`src/rtl/disp_chan_scheduler_if.sv`:
```
// Signal bundle between the display channel scheduler and its controller/mux.
// Carries the mode controls, the event request/ack pair and the mux select/enable.
//
// Request/ack: evt_req[i] is a one-cycle pulse that latches a pending request for
// channel i; evt_ack is a one-hot, one-cycle pulse when that request is granted.
// There is no backpressure: a pending bit stays set until it is granted.
interface disp_chan_scheduler_if;
    logic [1:0] mode;
    logic [2:0] sw_sel;
    logic       step;
    logic [7:0] ch_mask;
    logic [7:0] evt_req;
    logic [2:0] Test;
    logic       EN;
    logic [7:0] evt_ack;
    logic       busy;
    logic       state_dbg;

    modport master (
        output mode, sw_sel, step, ch_mask, evt_req,
        input  Test, EN, evt_ack, busy, state_dbg
    );

    modport slave (
        input  mode, sw_sel, step, ch_mask, evt_req,
        output Test, EN, evt_ack, busy, state_dbg
    );
endinterface

```
`src/rtl/disp_chan_scheduler.sv`:
```
// Channel sequencer for the 8-channel display mux: manual/auto/step/freeze modes
// with round-robin event pre-emption that restores the previous channel afterwards.
module disp_chan_scheduler #(
    parameter int DWELL = 8,
    parameter int HOLD  = 6,
    parameter int CW    = 32
) (
    input logic                  clk,
    input logic                  rst,
    disp_chan_scheduler_if.slave bus
);
    localparam logic [0:0] ST_NORM = 1'b0;
    localparam logic [0:0] ST_EVT  = 1'b1;

    localparam logic [1:0] M_MAN  = 2'b00;
    localparam logic [1:0] M_AUTO = 2'b01;
    localparam logic [1:0] M_STEP = 2'b10;
    localparam logic [1:0] M_FRZ  = 2'b11;

    localparam logic [CW-1:0] DWELL_LAST = CW'(DWELL - 1);
    localparam logic [CW-1:0] HOLD_LAST  = CW'(HOLD - 1);

    logic [0:0]    state, state_n;
    logic [2:0]    test_q, test_n;
    logic          en_q, en_n;
    logic [7:0]    ack_q, ack_n;
    logic          busy_q, busy_n;
    logic [7:0]    pend, pend_n;
    logic [2:0]    rr_ptr, rr_n;
    logic [CW-1:0] cnt, cnt_n;
    logic [2:0]    saved, saved_n;
    logic          step_q;
    logic [1:0]    mode_q;
    logic [7:0]    eligible;
    logic [2:0]    grant;

    // Next displayable channel after c, wrapping; c itself is the last candidate.
    function automatic logic [2:0] nxt_chan(input logic [2:0] c, input logic [7:0] mask);
        logic [2:0] r;
        logic [2:0] idx;
        logic       found;
        r     = c;
        found = 1'b0;
        for (int i = 1; i <= 8; i++) begin
            idx = c + 3'(i);
            if (!found && mask[idx]) begin
                r     = idx;
                found = 1'b1;
            end
        end
        return r;
    endfunction

    // First eligible channel starting at the round-robin pointer.
    function automatic logic [2:0] rr_pick(input logic [7:0] elig, input logic [2:0] ptr);
        logic [2:0] r;
        logic [2:0] idx;
        logic       found;
        r     = ptr;
        found = 1'b0;
        for (int i = 0; i < 8; i++) begin
            idx = ptr + 3'(i);
            if (!found && elig[idx]) begin
                r     = idx;
                found = 1'b1;
            end
        end
        return r;
    endfunction

    assign eligible = pend & bus.ch_mask;
    assign grant    = rr_pick(eligible, rr_ptr);

    always_comb begin
        state_n = state;
        test_n  = test_q;
        en_n    = en_q;
        ack_n   = 8'h00;
        busy_n  = busy_q;
        pend_n  = pend | bus.evt_req;
        rr_n    = rr_ptr;
        cnt_n   = cnt;
        saved_n = saved;

        case (state)
            ST_NORM: begin
                if (eligible != 8'h00 && bus.mode != M_FRZ) begin
                    // New requests in the grant cycle win over the clear.
                    pend_n  = (pend & ~(8'h01 << grant)) | bus.evt_req;
                    saved_n = test_q;
                    test_n  = grant;
                    en_n    = 1'b1;
                    busy_n  = 1'b1;
                    ack_n   = 8'h01 << grant;
                    rr_n    = grant + 3'd1;
                    cnt_n   = '0;
                    state_n = ST_EVT;
                end else begin
                    case (bus.mode)
                        M_MAN: begin
                            test_n = bus.sw_sel;
                            en_n   = bus.ch_mask[bus.sw_sel];
                        end
                        M_AUTO: begin
                            if (cnt == DWELL_LAST) begin
                                cnt_n  = '0;
                                test_n = nxt_chan(test_q, bus.ch_mask);
                            end else begin
                                cnt_n = cnt + CW'(1);
                            end
                            en_n = bus.ch_mask[test_n];
                        end
                        M_STEP: begin
                            if (bus.step && !step_q) begin
                                test_n = nxt_chan(test_q, bus.ch_mask);
                            end
                            en_n = bus.ch_mask[test_n];
                        end
                        default: begin
                            en_n = bus.ch_mask[test_q];
                        end
                    endcase
                    if (bus.mode != mode_q) begin
                        cnt_n = '0;
                    end
                end
            end
            default: begin
                if (cnt == HOLD_LAST) begin
                    state_n = ST_NORM;
                    cnt_n   = '0;
                    busy_n  = 1'b0;
                    test_n  = (bus.mode == M_MAN) ? bus.sw_sel : saved;
                    en_n    = bus.ch_mask[test_n];
                end else begin
                    cnt_n = cnt + CW'(1);
                end
            end
        endcase
    end

    // step_q and mode_q track every cycle, so step edges seen during an event are consumed.
    always_ff @(posedge clk or negedge rst) begin
        if (!rst) begin
            state  <= ST_NORM;
            test_q <= 3'd0;
            en_q   <= 1'b0;
            ack_q  <= 8'h00;
            busy_q <= 1'b0;
            pend   <= 8'h00;
            rr_ptr <= 3'd0;
            cnt    <= '0;
            saved  <= 3'd0;
            step_q <= 1'b0;
            mode_q <= 2'b00;
        end else begin
            state  <= state_n;
            test_q <= test_n;
            en_q   <= en_n;
            ack_q  <= ack_n;
            busy_q <= busy_n;
            pend   <= pend_n;
            rr_ptr <= rr_n;
            cnt    <= cnt_n;
            saved  <= saved_n;
            step_q <= bus.step;
            mode_q <= bus.mode;
        end
    end

    assign bus.Test      = test_q;
    assign bus.EN        = en_q;
    assign bus.evt_ack   = ack_q;
    assign bus.busy      = busy_q;
    assign bus.state_dbg = state;
endmodule

```
`src/flat_wrapper.sv`:
```
// flat-port wrapper written by rule: the top's interface ports become plain ports
module disp_chan_scheduler_flat 
#(
    parameter int DWELL = 8,
    parameter int HOLD  = 6,
    parameter int CW    = 32
)
  (clk, rst, bus_mode, bus_sw_sel, bus_step, bus_ch_mask, bus_evt_req, bus_Test, bus_EN, bus_evt_ack, bus_busy, bus_state_dbg);
  disp_chan_scheduler_if bus_i ();
  input logic clk;
  input logic rst;
  input wire logic [$bits(bus_i.mode)-1:0] bus_mode;
  input wire logic [$bits(bus_i.sw_sel)-1:0] bus_sw_sel;
  input wire logic [$bits(bus_i.step)-1:0] bus_step;
  input wire logic [$bits(bus_i.ch_mask)-1:0] bus_ch_mask;
  input wire logic [$bits(bus_i.evt_req)-1:0] bus_evt_req;
  output wire logic [$bits(bus_i.Test)-1:0] bus_Test;
  output wire logic [$bits(bus_i.EN)-1:0] bus_EN;
  output wire logic [$bits(bus_i.evt_ack)-1:0] bus_evt_ack;
  output wire logic [$bits(bus_i.busy)-1:0] bus_busy;
  output wire logic [$bits(bus_i.state_dbg)-1:0] bus_state_dbg;
  assign bus_i.mode = bus_mode;
  assign bus_i.sw_sel = bus_sw_sel;
  assign bus_i.step = bus_step;
  assign bus_i.ch_mask = bus_ch_mask;
  assign bus_i.evt_req = bus_evt_req;
  assign bus_Test = bus_i.Test;
  assign bus_EN = bus_i.EN;
  assign bus_evt_ack = bus_i.evt_ack;
  assign bus_busy = bus_i.busy;
  assign bus_state_dbg = bus_i.state_dbg;
  disp_chan_scheduler #(.DWELL(DWELL), .HOLD(HOLD), .CW(CW)) u_core (.clk(clk), .rst(rst), .bus(bus_i));
endmodule
```
`config.mk`:
```
export PLATFORM = sky130hd
export DESIGN_NAME = disp_chan_scheduler_flat
export DESIGN_NICKNAME = d
export VERILOG_FILES = /design/src/rtl/disp_chan_scheduler_if.sv /design/src/rtl/disp_chan_scheduler.sv /design/src/flat_wrapper.sv
export SDC_FILE = /design/constraint.sdc
export NUM_CORES = 1
export LEC_CHECK = 0
export BUFFER_PORTS_ARGS = -buffer_cell sky130_fd_sc_hd__buf_2
export CORE_AREA = 2 2 100 102
export CTS_CLUSTER_DIAMETER = 50
export CTS_CLUSTER_SIZE = 14
export DETAILED_ROUTE_END_ITERATION = 8
export DIE_AREA = 0 0 102 104
export PLACE_DENSITY = 0.83
export SLEW_MARGIN = 20
export SYNTH_ARGS = -nofsm -noshare
export SYNTH_HDL_FRONTEND = slang
export SYNTH_SLANG_ARGS = --single-unit
```
`constraint.sdc`:
```
create_clock -name clk -period 6.7 [get_ports clk]
set_input_delay 2.01 -clock clk [delete_from_list [all_inputs] [get_ports clk]]
set_output_delay 2.01 -clock clk [all_outputs]
set_load 0.02 [all_outputs]
```
Yosys cells after proc, flatten, opt, wreduce, memory -nomap -nowiden
Cells that the tools add are included.

Register bits: 63. Bits in latches: 0. RAM bits: 0. Memory bits (read-only): 0. Input bits: 24. Output and inout bits: 14. Word-level logic and storage cells: 285. Memories kept: 0.

$add $sub $neg: 16. $mul: 0. Div/mod/pow operators: 0. Order comparisons: 20. Eq/ne operators: 7. Shift operators: 1. Mux-type cells: 171. Bitwise operators: 6. Reductions and logical operators: 53.

Operator list (count): $mux 32 (6); $mux 1 (105); $mux 3 (34); $lt 3x4->1 const B (20); $eq 32x3->1 const B (2); $bmux 1 s3 (20); $add 32x1->32 const B (1); $mux 8 (4); $add 3x3->3 const B (8); $logic_and 1x1->1 (23); $logic_not 1->1 (22); $and 8x8->8 (2); $or 8x8->8 (2); $add 3x2->3 const B (4); $add 3x1->3 const B (3); $pmux 3 s3 (1); $not 8->8 (1); $reduce_bool 8->1 (1); $shl 1x3->8 const A (1); $reduce_and 2->1 (3); $reduce_bool 5->1 (1); $ne 2x2->1 const B (2); $reduce_bool 4->1 (1); $pmux 1 s3 (1); 6 further kinds (6).

Longest topological paths before layout
Word-level depth: 62. Gate-level depth with buffers: 17. Depth with buffers taken out: 14.

Worst setup path before layout
No wires, ideal clock.

Kind: input to register. From: input port bus_ch_mask[0]. To: register u_core.pend[3]. Library setup time: 0.078 ns. Arrival time: 4.649 ns. Required time: 6.622 ns. Path slack: 1.973 ns. Stages on the path: 11. Buffers on the path: 0. Path through: nand3_1 -> o21ai_0 -> mux4_2 -> or3_4 -> nor4_1 -> nor3_1 -> or2_2 -> ha_1 -> ha_1 -> and3_1 -> o21bai_1.

Cells in the longest elaborated chain, start to end: 31. Elaborated cells between the ends (all ways): 53. Those cells by class: shift: 1; mux: 32; bitwise: 4; reduce/logical: 16.

Ends and longest elaborated chain: start: declaration (RTL line flat_wrapper.sv:15) `input wire logic [$bits(bus_i.ch_mask)-1:0] bus_ch_mask;`; $and 8x8->8 (*) (RTL line disp_chan_scheduler.sv:71) `assign eligible = pend & bus.ch_mask;`; $bmux 1 s3 (RTL line disp_chan_scheduler.sv:63) `if (!found && elig[idx]) begin`; $mux 1 (implied by the code) (RTL line disp_chan_scheduler.sv:63); $mux 1 (RTL line disp_chan_scheduler.sv:63); $logic_not 1->1 (RTL line disp_chan_scheduler.sv:63); $logic_and 1x1->1 (RTL line disp_chan_scheduler.sv:63); $mux 1 (RTL line disp_chan_scheduler.sv:63); $logic_not 1->1 (RTL line disp_chan_scheduler.sv:63); [... 16 more ...]; $mux 3 (RTL line disp_chan_scheduler.sv:63); $shl 1x3->8 (RTL line disp_chan_scheduler.sv:89) `pend_n = (pend & ~(8'h01 << grant)) | bus.evt_req;`; $not 8->8 (RTL line disp_chan_scheduler.sv:89); $and 8x8->8 (RTL line disp_chan_scheduler.sv:89); $or 8x8->8 (RTL line disp_chan_scheduler.sv:89); $mux 8 (*) (RTL line disp_chan_scheduler.sv:87) `if (eligible != 8'h00 && bus.mode != M_FRZ) begin`; $mux 8 (*) (RTL line disp_chan_scheduler.sv:85) `case (state)`; named net u_core.pend_n[3] (RTL line disp_chan_scheduler.sv:28) `logic [7:0] pend, pend_n;`; end signal: assignment (RTL line disp_chan_scheduler.sv:162) `pend <= pend_n;`; end: declaration (RTL line disp_chan_scheduler.sv:28).

Mark *: on every way through the listed nets, which the timed path passes. The rest lies on a longest branch. The select of a mux whose other input is x is not followed. A chain may end at the register's enable or synchronous reset.

Worst setup path in the final report
From: input port bus_ch_mask[1]. To: register u_core.pend[7].

Same word-level chain as after synthesis.

==> out/metrics.cfg <==
[run_status]
status=completed

[logic_synthesis]
yosys.area.top_type=dfrtp_1
synthAdderAreaFrac_pct=3.52
ys_async_sr_fraction_pct=100
ys_warn_count=0
synth_cell_types=79
yosys.area_share.simple_pct=21.9
netlist_top_cells_area=dfrtp_1 26%, mux4_2 10%, mux2i_1 5.3%, nand2_1 5.0%, nor2_1 4.4%
ys_seq_area_share_pct=26.1
syn_avg_cell_area_sq_um=8.83
muxShareOfSynthArea_pct=17.3
synth_nets=725
synth_area_sq_um=6040
synth_edf_count=0
synth_top_area_share_pct=26.1
synthFlopType=dfrtp_1
netlist_top_cells_count=81 x nand2_1, 71 x nor2_1, 63 x dfrtp_1
synth-xor-area-share_pct=5.93
yosysMostFrequentCell=nand2_1
synth_top_family_by_area=simple AND/OR/NAND/NOR gates
synth_cells=684
synth-seq-cells=63
synth_compound_area_share_pct=19.8

[global_route]
grt_max_degree=64
antenna_found_initial=0
grt_pass1_vias=5402
grt_overflow=0
grt_pass1_wl_microns=26400
grt.total_usage_pct=30.8

[floorplanning]
floorplan.initialDensity_pct=63.2
die_w_microns=102
ios=38
fp.dieH_microns=104
dieArea_sq_um=10600
fp.coreArea_sq_um=9550
std_cell_rows=36

[sta]
relSlewSlack_pct=31.9
tns_ns=0
hold_viol_final=0
worstMarginPinSlew_ns=1.02
period_minus_slack_ns=5.00
clock_skew_ns=0.0156
slew_viol_final=0
finalSetupViolations=0
timing.fmax_mhz=200
post-route-period-util_pct=74.7
rsz0062_at_grt=no

[clocking]
cts_hold_buf=0
post_cts_buffers=0
worstSkewPairLatency_ns=0.34
h-tree-depth=3
cts.sinks=63
cts_buffers=9
root_buffer=clkbuf_8
cts_tree=yes
clk_path_buf_depth=2
path_clk_slew_ns=0.08
cts-resized-gates=0

[detailed_routing]
viasPerCell=6.73
drt_iter0_markers=563
ant_nets=0
post-route-drc-count=0
wire_per_inst_microns=18.9
wirelength_microns=15800
firstDrtPassIters=8
vias=5633

[worst_setup_path]
path_class=in -> reg
path_max_fanout=15
cp_data_arrival_time_ns=5.27
worstSetupEndpointType=register
cp.required_ns=6.97
crit_path_start_kind=input port

[placed_design]
place_area_sq_um=6220
gp_congestion=0.951
io_buffers=37
dp_hpwl_microns=11400

[finish]
finish.instance_area_sq_um=6450
drive_above_1_share_pct=17.3
antenna_cells=0
nets=740
area_delta_synth_final_pct=6.78

[worst_hold_path]
min_path_type=reg -> reg

[power]
ir_drop_mv=0.363
power_density_nw_per_um2=547
power_leakage_nw=2.77

[flow_run]
drv_cap=0

==> cells in the final DEF (no fill, tap or decap), drive strengths merged, types with 11 or more instances in the layout <==
| master | n |
|---|---|
| xor2 | 23 |
| nor4 | 12 |
| mux4 | 27 |
| mux2i | 34 |
| nor3 | 16 |
| nor2 | 71 |
| and2 | 11 |
| o21ai | 32 |
| xnor2 | 17 |
| buf | 41 |
| inv | 34 |
| and3 | 11 |
| a21oi | 14 |
| nand3 | 25 |
| a211oi | 19 |
| nand2 | 81 |
| ha | 17 |
| dfrtp | 63 |
==> per-stage QoR <==
step / cells / hold WS [ns] / setup WS, ns / util (%) / total power [W]
after floorplan: 684 / 0.449 / 1.97 / - / 0.00261
after global placement: 821 / 0.465 / 1.54 / 65.1 / 0.00301
after detailed placement: 821 / 0.481 / 1.38 / 65.1 / 0.00308
after CTS: 837 / 0.498 / 1.74 / 67.5 / 0.00347
after global routing: 837 / 0.529 / 1.44 / 67.5 / 0.00378
final: 837 / 0.502 / 1.70 / 67.5 / 0.00353
==> critical path: stages <==
cell,delay (ns)
buf_2,0.20
nand2_1,0.13
o21ai_0,0.23
mux4_2,0.64
or3_4,0.38
nor4_1,0.51
nor3_1,0.12
or2_2,0.35
ha_1,0.23
ha_1,0.18
and3_1,0.17
o21bai_1,0.12
==> report_power, final <==
group / switching [W] / leakage, nW / internal, W
Clock: 0.000157 / 0.108 / 0.000214
Sequential: 0.000127 / 0.798 / 0.000442
Combinational: 0.00154 / 1.87 / 0.00105
==> registers in the layout, indices dropped and copies added, names as in the netlist <==
name,count
u_core.bus.EN,1
u_core.bus.Test,3
u_core.bus.busy,1
u_core.bus.evt_ack,8
u_core.bus.state_dbg,1
u_core.cnt,32
u_core.mode_q,2
u_core.pend,8
u_core.rr_ptr,3
u_core.saved,3
u_core.step_q,1
==> logic make-up after synthesis <==
group	after synthesis
flops	63
xor+xnor	40
simple gates	270
fa+ha+maj	17
buf+inv	70
compound gates	155
mux	69
==> layout make-up <==
cell class | count | area [sq um]
multi-input cells | 551 | 4140
fillers | 783 | 3100
flip-flops and latches | 63 | 1580
repair buffers | 41 | 215
well taps | 133 | 166
clock buffers | 9 | 124
inverters | 33 | 124
clock inverters | 7 | 104
==> metal layers <==
layer,up-vias,track usage (%),part of all wire [%]
met2,315,47.5,47
met1,2688,42.9,41
li1,2574,-,-
met4,0,12.8,3.9
met5,-,0,0
met3,56,5.17,7.8
==> worst paths after layout <==
path	slack, ns	start	end	depth (start not counted)
max in group asynchronous	4.37	rst	u_core.cnt[0]$_DFFE_PN0P_	2
worst max-delay path	1.70	bus_ch_mask[1]	u_core.pend[7]$_DFF_PN0_	12
worst min-delay path	0.50	u_core.saved[2]$_DFFE_PN0P_	u_core.saved[2]$_DFFE_PN0P_	2
worst max register to register	2.25	u_core.rr_ptr[0]$_DFFE_PN0P_	u_core.pend[7]$_DFF_PN0_	11
worst min register to register	0.50	u_core.saved[2]$_DFFE_PN0P_	u_core.saved[2]$_DFFE_PN0P_	2
min in group asynchronous	1.82	rst	u_core.cnt[20]$_DFFE_PN0P_	2
(Power assumes the default switching activity.)
